<file path="src/rtl/tea_engine.sv">
// tea_engine: iterative TEA block cipher, encipher or decipher per request, one half-round per step.
// Optional build macro TEA_MULTICYCLE_EN splits each half-round into an F stage and an add/sub stage.
module tea_engine #(
    parameter int                   WORD_SIZE    = 32,
    parameter logic [WORD_SIZE-1:0] DELTA        = 32'h9e3779b9,
    parameter int                   ROUND_NUMBER = 32
) (
    input  logic                 clk,
    input  logic                 rst,
    input  logic                 iValid,
    output logic                 oReady,
    input  logic                 iMode,
    input  logic [WORD_SIZE-1:0] iV0,
    input  logic [WORD_SIZE-1:0] iV1,
    input  logic [WORD_SIZE-1:0] iK0,
    input  logic [WORD_SIZE-1:0] iK1,
    input  logic [WORD_SIZE-1:0] iK2,
    input  logic [WORD_SIZE-1:0] iK3,
    output logic                 oValid,
    input  logic                 iReady,
    output logic [WORD_SIZE-1:0] oC0,
    output logic [WORD_SIZE-1:0] oC1,
    output logic                 oBusy
);
    localparam int                   CW       = $clog2(ROUND_NUMBER + 1);
    localparam logic [63:0]          SUM_PROD = 64'(DELTA) * 64'(ROUND_NUMBER);
    localparam logic [WORD_SIZE-1:0] SUM_DEC  = SUM_PROD[WORD_SIZE-1:0];
    localparam logic [CW-1:0]        CNT_LAST = CW'(ROUND_NUMBER - 1);

    typedef enum logic [1:0] {IDLE, RUN, OUT} state_t;

    state_t               state;
    logic                 mode;
    logic                 half;
    logic [CW-1:0]        cnt;
    logic [WORD_SIZE-1:0] sum;
    logic [WORD_SIZE-1:0] k0, k1, k2, k3;
    logic                 sel;
    logic                 apply_en;
    logic [WORD_SIZE-1:0] f_val;
    logic [WORD_SIZE-1:0] step;

    function automatic logic [WORD_SIZE-1:0] tea_f(
        input logic [WORD_SIZE-1:0] x,
        input logic [WORD_SIZE-1:0] ka,
        input logic [WORD_SIZE-1:0] kb,
        input logic [WORD_SIZE-1:0] s
    );
        tea_f = ((x << 4) + ka) ^ (x + s) ^ ((x >> 5) + kb);
    endfunction

    // sel=0 updates C0 from C1 with K0/K1; sel=1 updates C1 from C0 with K2/K3.
    // Decipher walks the two halves in the opposite order, hence the XOR with mode.
    always_comb begin
        sel = mode ^ half;
        if (sel) f_val = tea_f(oC0, k2, k3, sum);
        else     f_val = tea_f(oC1, k0, k1, sum);
    end

`ifdef TEA_MULTICYCLE_EN
    logic                 phase;
    logic [WORD_SIZE-1:0] aux;
    assign step     = aux;
    assign apply_en = phase;
`else
    assign step     = f_val;
    assign apply_en = 1'b1;
`endif

    always_ff @(posedge clk) begin
        if (!rst) begin
            state  <= IDLE;
            oReady <= 1'b1;
            oValid <= 1'b0;
            oBusy  <= 1'b0;
            oC0    <= '0;
            oC1    <= '0;
            mode   <= 1'b0;
            half   <= 1'b0;
            cnt    <= '0;
            sum    <= '0;
            k0     <= '0;
            k1     <= '0;
            k2     <= '0;
            k3     <= '0;
`ifdef TEA_MULTICYCLE_EN
            phase  <= 1'b0;
            aux    <= '0;
`endif
        end else begin
            case (state)
                IDLE: begin
                    if (iValid) begin
                        oC0    <= iV0;
                        oC1    <= iV1;
                        k0     <= iK0;
                        k1     <= iK1;
                        k2     <= iK2;
                        k3     <= iK3;
                        mode   <= iMode;
                        sum    <= iMode ? SUM_DEC : DELTA;
                        cnt    <= '0;
                        half   <= 1'b0;
`ifdef TEA_MULTICYCLE_EN
                        phase  <= 1'b0;
`endif
                        state  <= RUN;
                        oReady <= 1'b0;
                        oBusy  <= 1'b1;
                    end
                end
                RUN: begin
`ifdef TEA_MULTICYCLE_EN
                    phase <= ~phase;
                    if (!phase) aux <= f_val;
`endif
                    if (apply_en) begin
                        if (sel) oC1 <= mode ? oC1 - step : oC1 + step;
                        else     oC0 <= mode ? oC0 - step : oC0 + step;
                        half <= ~half;
                        if (half) begin
                            sum <= mode ? sum - DELTA : sum + DELTA;
                            cnt <= cnt + CW'(1);
                            if (cnt == CNT_LAST) begin
                                state  <= OUT;
                                oBusy  <= 1'b0;
                                oValid <= 1'b1;
                            end
                        end
                    end
                end
                OUT: begin
                    if (iReady) begin
                        state  <= IDLE;
                        oValid <= 1'b0;
                        oReady <= 1'b1;
                    end
                end
                default: state <= IDLE;
            endcase
        end
    end
endmodule

</file>
<file path="config.mk">
export PLATFORM = sky130hd
export DESIGN_NAME = tea_engine
export DESIGN_NICKNAME = d
export VERILOG_FILES = /design/src/rtl/tea_engine.sv
export SDC_FILE = /design/constraint.sdc
export NUM_CORES = 1
export LEC_CHECK = 0
export ABC_AREA = 1
export BUFFER_PORTS_ARGS = -buffer_cell sky130_fd_sc_hd__clkbuf_2
export CAP_MARGIN = 25
export CELL_PAD_IN_SITES_DETAIL_PLACEMENT = 1
export CELL_PAD_IN_SITES_GLOBAL_PLACEMENT = 2
export CORE_UTILIZATION = 34
export CTS_CLUSTER_SIZE = 12
export DETAILED_ROUTE_END_ITERATION = 12
export PLACE_DENSITY = 0.88
export SYNTH_ARGS = -nofsm -noshare
export SYNTH_HDL_FRONTEND = slang
export SYNTH_SLANG_ARGS = --single-unit
</file>
<file path="constraint.sdc">
create_clock -name clk -period 11.2 [get_ports clk]
set_input_delay 0.56 -clock clk [delete_from_list [all_inputs] [get_ports clk]]
set_output_delay 0.56 -clock clk [all_outputs]
set_load 0.01 [all_outputs]
</file>
==> results of run 1 <==
## through the flow
step                      utilization  cells  hold WS (ps)  worst slack (ps)  cell area (um2)
after floorplan                     -   5040           445              6120            28400
after global placement          0.375   6294           435              4830            30900
after detailed placement        0.375   6294           438              4730            30900
after CTS                       0.389   6354           175              4740            32100
after global routing            0.389   6354           201              4150            32100
final                           0.389   6354           206              4750            32100
## worst paths after layout
check,from,end,slack (ps),cells after the start
max,mode$_SDFFE_PN0P_,oC1[31]$_SDFFE_PN0P_,4750,30
min,iK2[17],k2[17]$_SDFFE_PN0P_,210,3
max reg2reg,mode$_SDFFE_PN0P_,oC1[31]$_SDFFE_PN0P_,4750,30
min reg2reg,oValid$_SDFFE_PN0P_,oValid$_SDFFE_PN0P_,450,2
## tightest hold or removal path, stage by stage
cell and delay, ps:
clkbuf_2 80, nor2_1 30, nor2_1 80
## cell usage after synthesis, drive strengths merged, types with 11 or more instances
cell	count	area share
a21o	14	0.0037
a21oi	342	0.062
a31oi	11	0.0024
and2	11	0.0024
buf	19	0.0033
clkbuf	80	0.011
dfxtp	237	0.17
ha	242	0.11
inv	672	0.089
nand2	1663	0.23
nand3	445	0.082
nand3b	42	0.012
nand4	68	0.015
nor2	623	0.086
nor3	30	0.0058
o211ai	15	0.0040
o21ai	288	0.051
o21bai	18	0.0048
o221ai	17	0.0052
xnor2	67	0.021
xor2	77	0.024
## cells by family (layout without fill, tap and decap cells)
logic type / Yosys count / in the layout / share of synthesized area
compound gates: 732 / 732 / 0.140
xor+xnor: 144 / 144 / 0.0446
fa+ha+maj: 251 / 251 / 0.113
buf+inv: 778 / 1022 / 0.104
flops: 237 / 237 / 0.167
simple gates: 2898 / 2898 / 0.432
## sequential cells by signal, summed over array words and instances, names as in the netlist
name	cells
cnt	6
half	1
k0	32
k1	32
k2	32
k3	32
mode	1
oBusy	1
oC0	32
oC1	32
oReady	1
oValid	1
state	2
sum	32
## placed cells by master (no fill, tap or decap), drive strengths merged, types with 14 or more instances in the layout
cell	n
nand2	1663
inv	674
nor2	623
nand3	445
a21oi	342
clkbuf	310
o21ai	288
ha	242
dfxtp	237
xor2	77
nand4	68
xnor2	67
nand3b	42
nor3	30
buf	21
o21bai	18
o221ai	17
o211ai	15
a21o	14
## final cells by class
class / count / area share
Tap cell: 1070 / 0.0417
Sequential cell: 237 / 0.148
Inverter: 679 / 0.0795
Multi-Input combinational cell: 4025 / 0.647
Clock inverter: 12 / 0.00527
Timing Repair Buffer: 283 / 0.0458
Clock buffer: 48 / 0.0323
## per-layer routing
layer / up-vias / track usage / part of all wire
met3: 165 / 0.0260 / 0.033
met4: 0 / 0.0883 / 0.031
met2: 550 / 0.512 / 0.48
met1: 15736 / 0.355 / 0.45
li1: 16662 / - / -
met5: - / 0 / 0
==> summary.md, run 1 <==
| Metric | Value |
|---|---|
| Status | `completed` |
| Yosys reg bits | `between 200 and 250` |
| Per-cell routed wire length | `19.2 um` |
| Max Freq | `around 160 MHz` |
| Multi-input gate area | `approximately 21000 um2` |
| Area grow syn2layout | `12.9%` |
| Most used cell, CP | `nand2_1` |
| Share of cells above drive strength 1 | `0.0975` |
| Clk sinks | `about 240` |
| Depth of the CTS H-tree | `2` |
| Filler cells | `approximately 11k` |
| Syn_nets | `roughly 5.5k` |
| Final Setup Violations | `0` |
| Vias per cell | `between 5 and 6` |
| Post-synthesis sequential area ratio | `0.167` |
| Remaining DRCs | `0` |
| Crit path max-delay family | `compound AO/OA/AOI/OAI gates` |
| Post-DP HPWL | `101000 um` |
| Max-cap viol count | `0` |
| Nets@finish | `around 5.7k` |
| Worst hold path class | `in2reg` |
| Worst Clk Skew | `between 20 and 25 ps` |
| Diodes inserted | `0` |
| Clock network latency to the later pin of the worst-skew pair | `~580 ps` |
| Placer Congestion | `0.947` |
| Die X-Extent | `roughly 290 um` |
| Post-Route WL | `between 100000 and 150000 um` |
| CTS Buffer Depth | `3` |
| Area of the core | `between 80000 and 90000 um2` |
| Total CTS buffers | `36` |
| Endpoints failing hold | `0` |
| Critical path class | `reg2reg` |
| Final worst-path cycle share | `0.576` |
| Worst setup SP type | `flop` |
| Tmin final | `6450 ps` |
| DRT iter0 DRCs | `roughly 1.4k` |
| Post-route setup TNS | `0 ps` |
| Post-CTS sizing | `0` |
| CP required | `11620 ps` |
| CP arrival | `between 6000 and 7000 ps` |
| Syn avg cell area | `~5.6 um2` |
| Netlist cell types | `52` |
| Slew HR | `0.344` |
| Element type at the critical path end | `flop` |
| Worst-margin pin slew | `984 ps` |
| Synth warn | `0` |
| Total Die Area | `84800 um2` |
| Slew Viols, Final | `0` |
| Root Buffer | `clkbuf_16` |
| RSZ-0062 raised after global routing | `false` |
| First-pass DRT Iterations | `5` |
| CTS clk-pin slew, worst paths | `60 ps` |
| CP max stage delay | `500 ps` |
| Via count | `between 30k and 40k` |
| Mapped cell area | `28400 um2` |
| Number of flops mapped to enable cells by yosys | `0` |
| Ys async rst share | `0` |
| Crit path buf inv count | `5` |
| Die height | `~290 um` |
| I/O pin count | `around 260` |
| Cts hold-fix bufs | `0` |
| Sequential Area | `between 4000 and 5000 um2` |
| Port Buffers | `approximately 260` |
| Pin count of the biggest net entering global routing | `72` |
| Post-Synthesis Cells | `between 5k and 6k` |
| GR Overflow Total | `0` |
| Initial antenna violation count | `0` |
| Starting Density | `0.345` |
| # rows | `between 100 and 150` |
| CTS tree | `done` |
| Most common flop cell mapped by yosys | `dfxtp_1` |
| Critical-path top delay cell | `inv_2` |
| First-pass GRT wire length | `188000 um` |
| Vias in the first global route | `about 34k` |
| Post CTS Setup Buffer Count | `0` |
| Post-route ant nets | `0` |
| Total Routing Usage GR | `0.284` |
| Largest fanout on the critical path | `38` |
Power of run 1 is left out: the tool's default activity adds up to more than one toggle a clock period on the data nets, which glitch-free logic cannot reach.
==> run 2: changes to the inputs <==
Settings changed: CORE_UTILIZATION 34 to 32, PLACE_DENSITY 0.88 to 0.84.
Clock period 11.2 ns to 6.6 ns, I/O delays scaled along.
==> run 2 against run 1 <==
Net effect:
- via count rose by 2.0%
- worst hold slack lost 200 ps
- clock skew rose by 9.1 ps
- critical path type unchanged
- first-iteration DRC count up 8.5%
- count of clock-buffer cells in the layout unchanged
- cell count rose by 3.9%
- design area rose by 5.0%
- global-route usage decreased by 0.22 points
==> summary.md, run 2 (synthesized netlist as in run 1, its figures left out) <==
| Metric | Value |
|---|---|
| Clk sinks | `237` |
| CTS clk-pin slew, worst paths | `approximately 60 ps` |
| Die height | `approximately 300 um` |
| Pin count of the biggest net entering global routing | `89` |
| Clock network latency to the later pin of the worst-skew pair | `590 ps` |
| GR Overflow Total | `0` |
| Total CTS buffers | `36` |
| Post-DP HPWL | `about 110000 um` |
| Sequential Area | `4740 um2` |
| Endpoints failing hold | `0` |
| Worst-margin pin slew | `approximately 870 ps` |
| Slack of the critical path | `575 ps` |
| Commonest cells after routing, fill and taps aside | `nand2_1 (1600), inv_1 (636), nor2_1 (589)` |
| Largest fanout on the critical path | `5` |
| Per-cell routed wire length | `a little under 20 um` |
| CP arrival | `~6500 ps` |
| Die X-Extent | `between 300 and 400 um` |
| Worst Hold Launch | `iK3[19]` |
| Post-Route WL | `about 130000 um` |
| R2R cell count | `31` |
| Worst setup SP type | `flop` |
| Critical-path top delay cell | `dfxtp_1` |
| Most used cell, CP | `nand2_1` |
| Element type at the critical path end | `flop` |
| Via count | `about 34k` |
| DP Cell Count | `6417` |
| # rows | `108` |
| Reg-to-reg endpoint | `oC1[31]$_SDFFE_PN0P_` |
| Root Buffer | `clkbuf_16` |
| Area of the core | `slightly below 90000 um2` |
| Final Setup Violations | `0` |
| Post-route setup TNS | `0 ps` |
| Starting Density | `0.325` |
| Vias in the first global route | `34.3k` |
| Placer Congestion | `0.951` |
| Port Buffers | `263` |
| Total Die Area | `90000 um2` |
| CTS tree | `done` |
| First-pass DRT Iterations | `6` |
| Status | `completed` |
| Tmin final | `between 6000 and 7000 ps` |
| Max Freq | `166 MHz` |
| Final worst-path cycle share | `0.913` |
| Worst R2R Start | `sum[0]$_SDFFE_PN0P_` |
| DRT iter0 DRCs | `between 1.5k and 2k` |
| Post-route ant nets | `0` |
| Critical Path Sink | `oC1[31]$_SDFFE_PN0P_` |
| Worst hold path class | `in2reg` |
| I/O pin count | `264` |
| First-pass GRT wire length | `between 150000 and 200000 um` |
| Depth of the CTS H-tree | `2` |
| CP required | `7030 ps` |
| Post CTS Setup Buffer Count | `0` |
| Share of cells above drive strength 1 | `0.102` |
| CTS Buffer Depth | `3` |
| Critical path class | `reg2reg` |
| Slew HR | `0.420` |
| Beginning of the critical path | `sum[0]$_SDFFE_PN0P_` |
| Multi-input gate area | `slightly above 20000 um2` |
| CP max stage delay | `480 ps` |
| Area grow syn2layout | `18.5%` |
| Reg2Reg Setup Slack | `580 ps` |
| Initial antenna violation count | `1` |
| RSZ-0062 raised after global routing | `false` |
| Max-cap viol count | `0` |
| Filler cells | `12.0k` |
| Commonest non-fill, non-tap cell in the layout | `nand2_1` |
| Remaining DRCs | `0` |
| Worst Clk Skew | `a little under 30 ps` |
| Final std cells w/o fill | `6602` |
| Slew Viols, Final | `0` |
| DP Worst Slack | `242 ps` |
| Total Routing Usage GR | `0.282` |
| Nets@finish | `between 5k and 6k` |
| Vias per cell | `5.12` |
run 2: cell types whose count changed in the layout (fill, tap and decap cells not counted), moves of 2 or more:
cell / change
buf_4: +38
clkbuf_1: +4
clkbuf_8: -3
clkinvlp_4: +2
diode_2: +3
dlygate4sd3_1: +119
inv_6: +2
run 2: routing by layer:
metal  part of all wire  vias to the layer above  track usage
met3              0.033                      174       0.0219
met2               0.48                      560        0.499
met4              0.029                        0       0.0860
li1                   -                    16984            -
met1               0.46                    16064        0.363
met5                  0                        -            0
run 2: what timing repair did:
action | CTS | global route
hold buffers | 119 | 0
endpoints found under the hold margin | 119 | 0
resized for setup | 0 | 3
setup endpoints to repair | 0 | 13
run 2: worst min path at each step:
stage | endpoint | slack (ps) | depth (start not counted)
final | k3[19]$_SDFFE_PN0P_ | 7 | 3
after global routing | k3[19]$_SDFFE_PN0P_ | 20 | 3
after CTS | k2[12]$_SDFFE_PN0P_ | 0.02 | 3
after detailed placement | oValid$_SDFFE_PN0P_ | 440 | 2
after global placement | oValid$_SDFFE_PN0P_ | 440 | 2
after floorplan | k0[2]$_SDFFE_PN0P_ | 440 | 2
run 2: metrics by stage:
stage,instance area (um2),utilization,hold slack (ps)
global placement,31300,0.358,436
finish,33700,0.385,7.30
CTS,33700,0.385,0.0241
global route,33700,0.385,19.3
detailed placement,31300,0.358,441
floorplan,28400,-,445
run 2: cell type report:
class                      instances  area share
multi-input combinational       4025       0.617
sequential                       237       0.141
timing repair buffer             440      0.0875
inverter                         679      0.0758
tap                             1155      0.0429
clock buffer                      48      0.0293
clock inverter                    15     0.00606
antenna                            3    0.000223
run 2: critical path: cells and delay by family (launching register included):
kind	cells	cell delay, ps
adder cells (fa/ha/maj)	4	1240
AO/OA/AOI/OAI	10	2160
AND/OR/NAND/NOR	12	1490
buffers and inverters	3	220
XOR/XNOR	2	300
flip-flops	1	480
Power of run 2 is left out for the same reason.
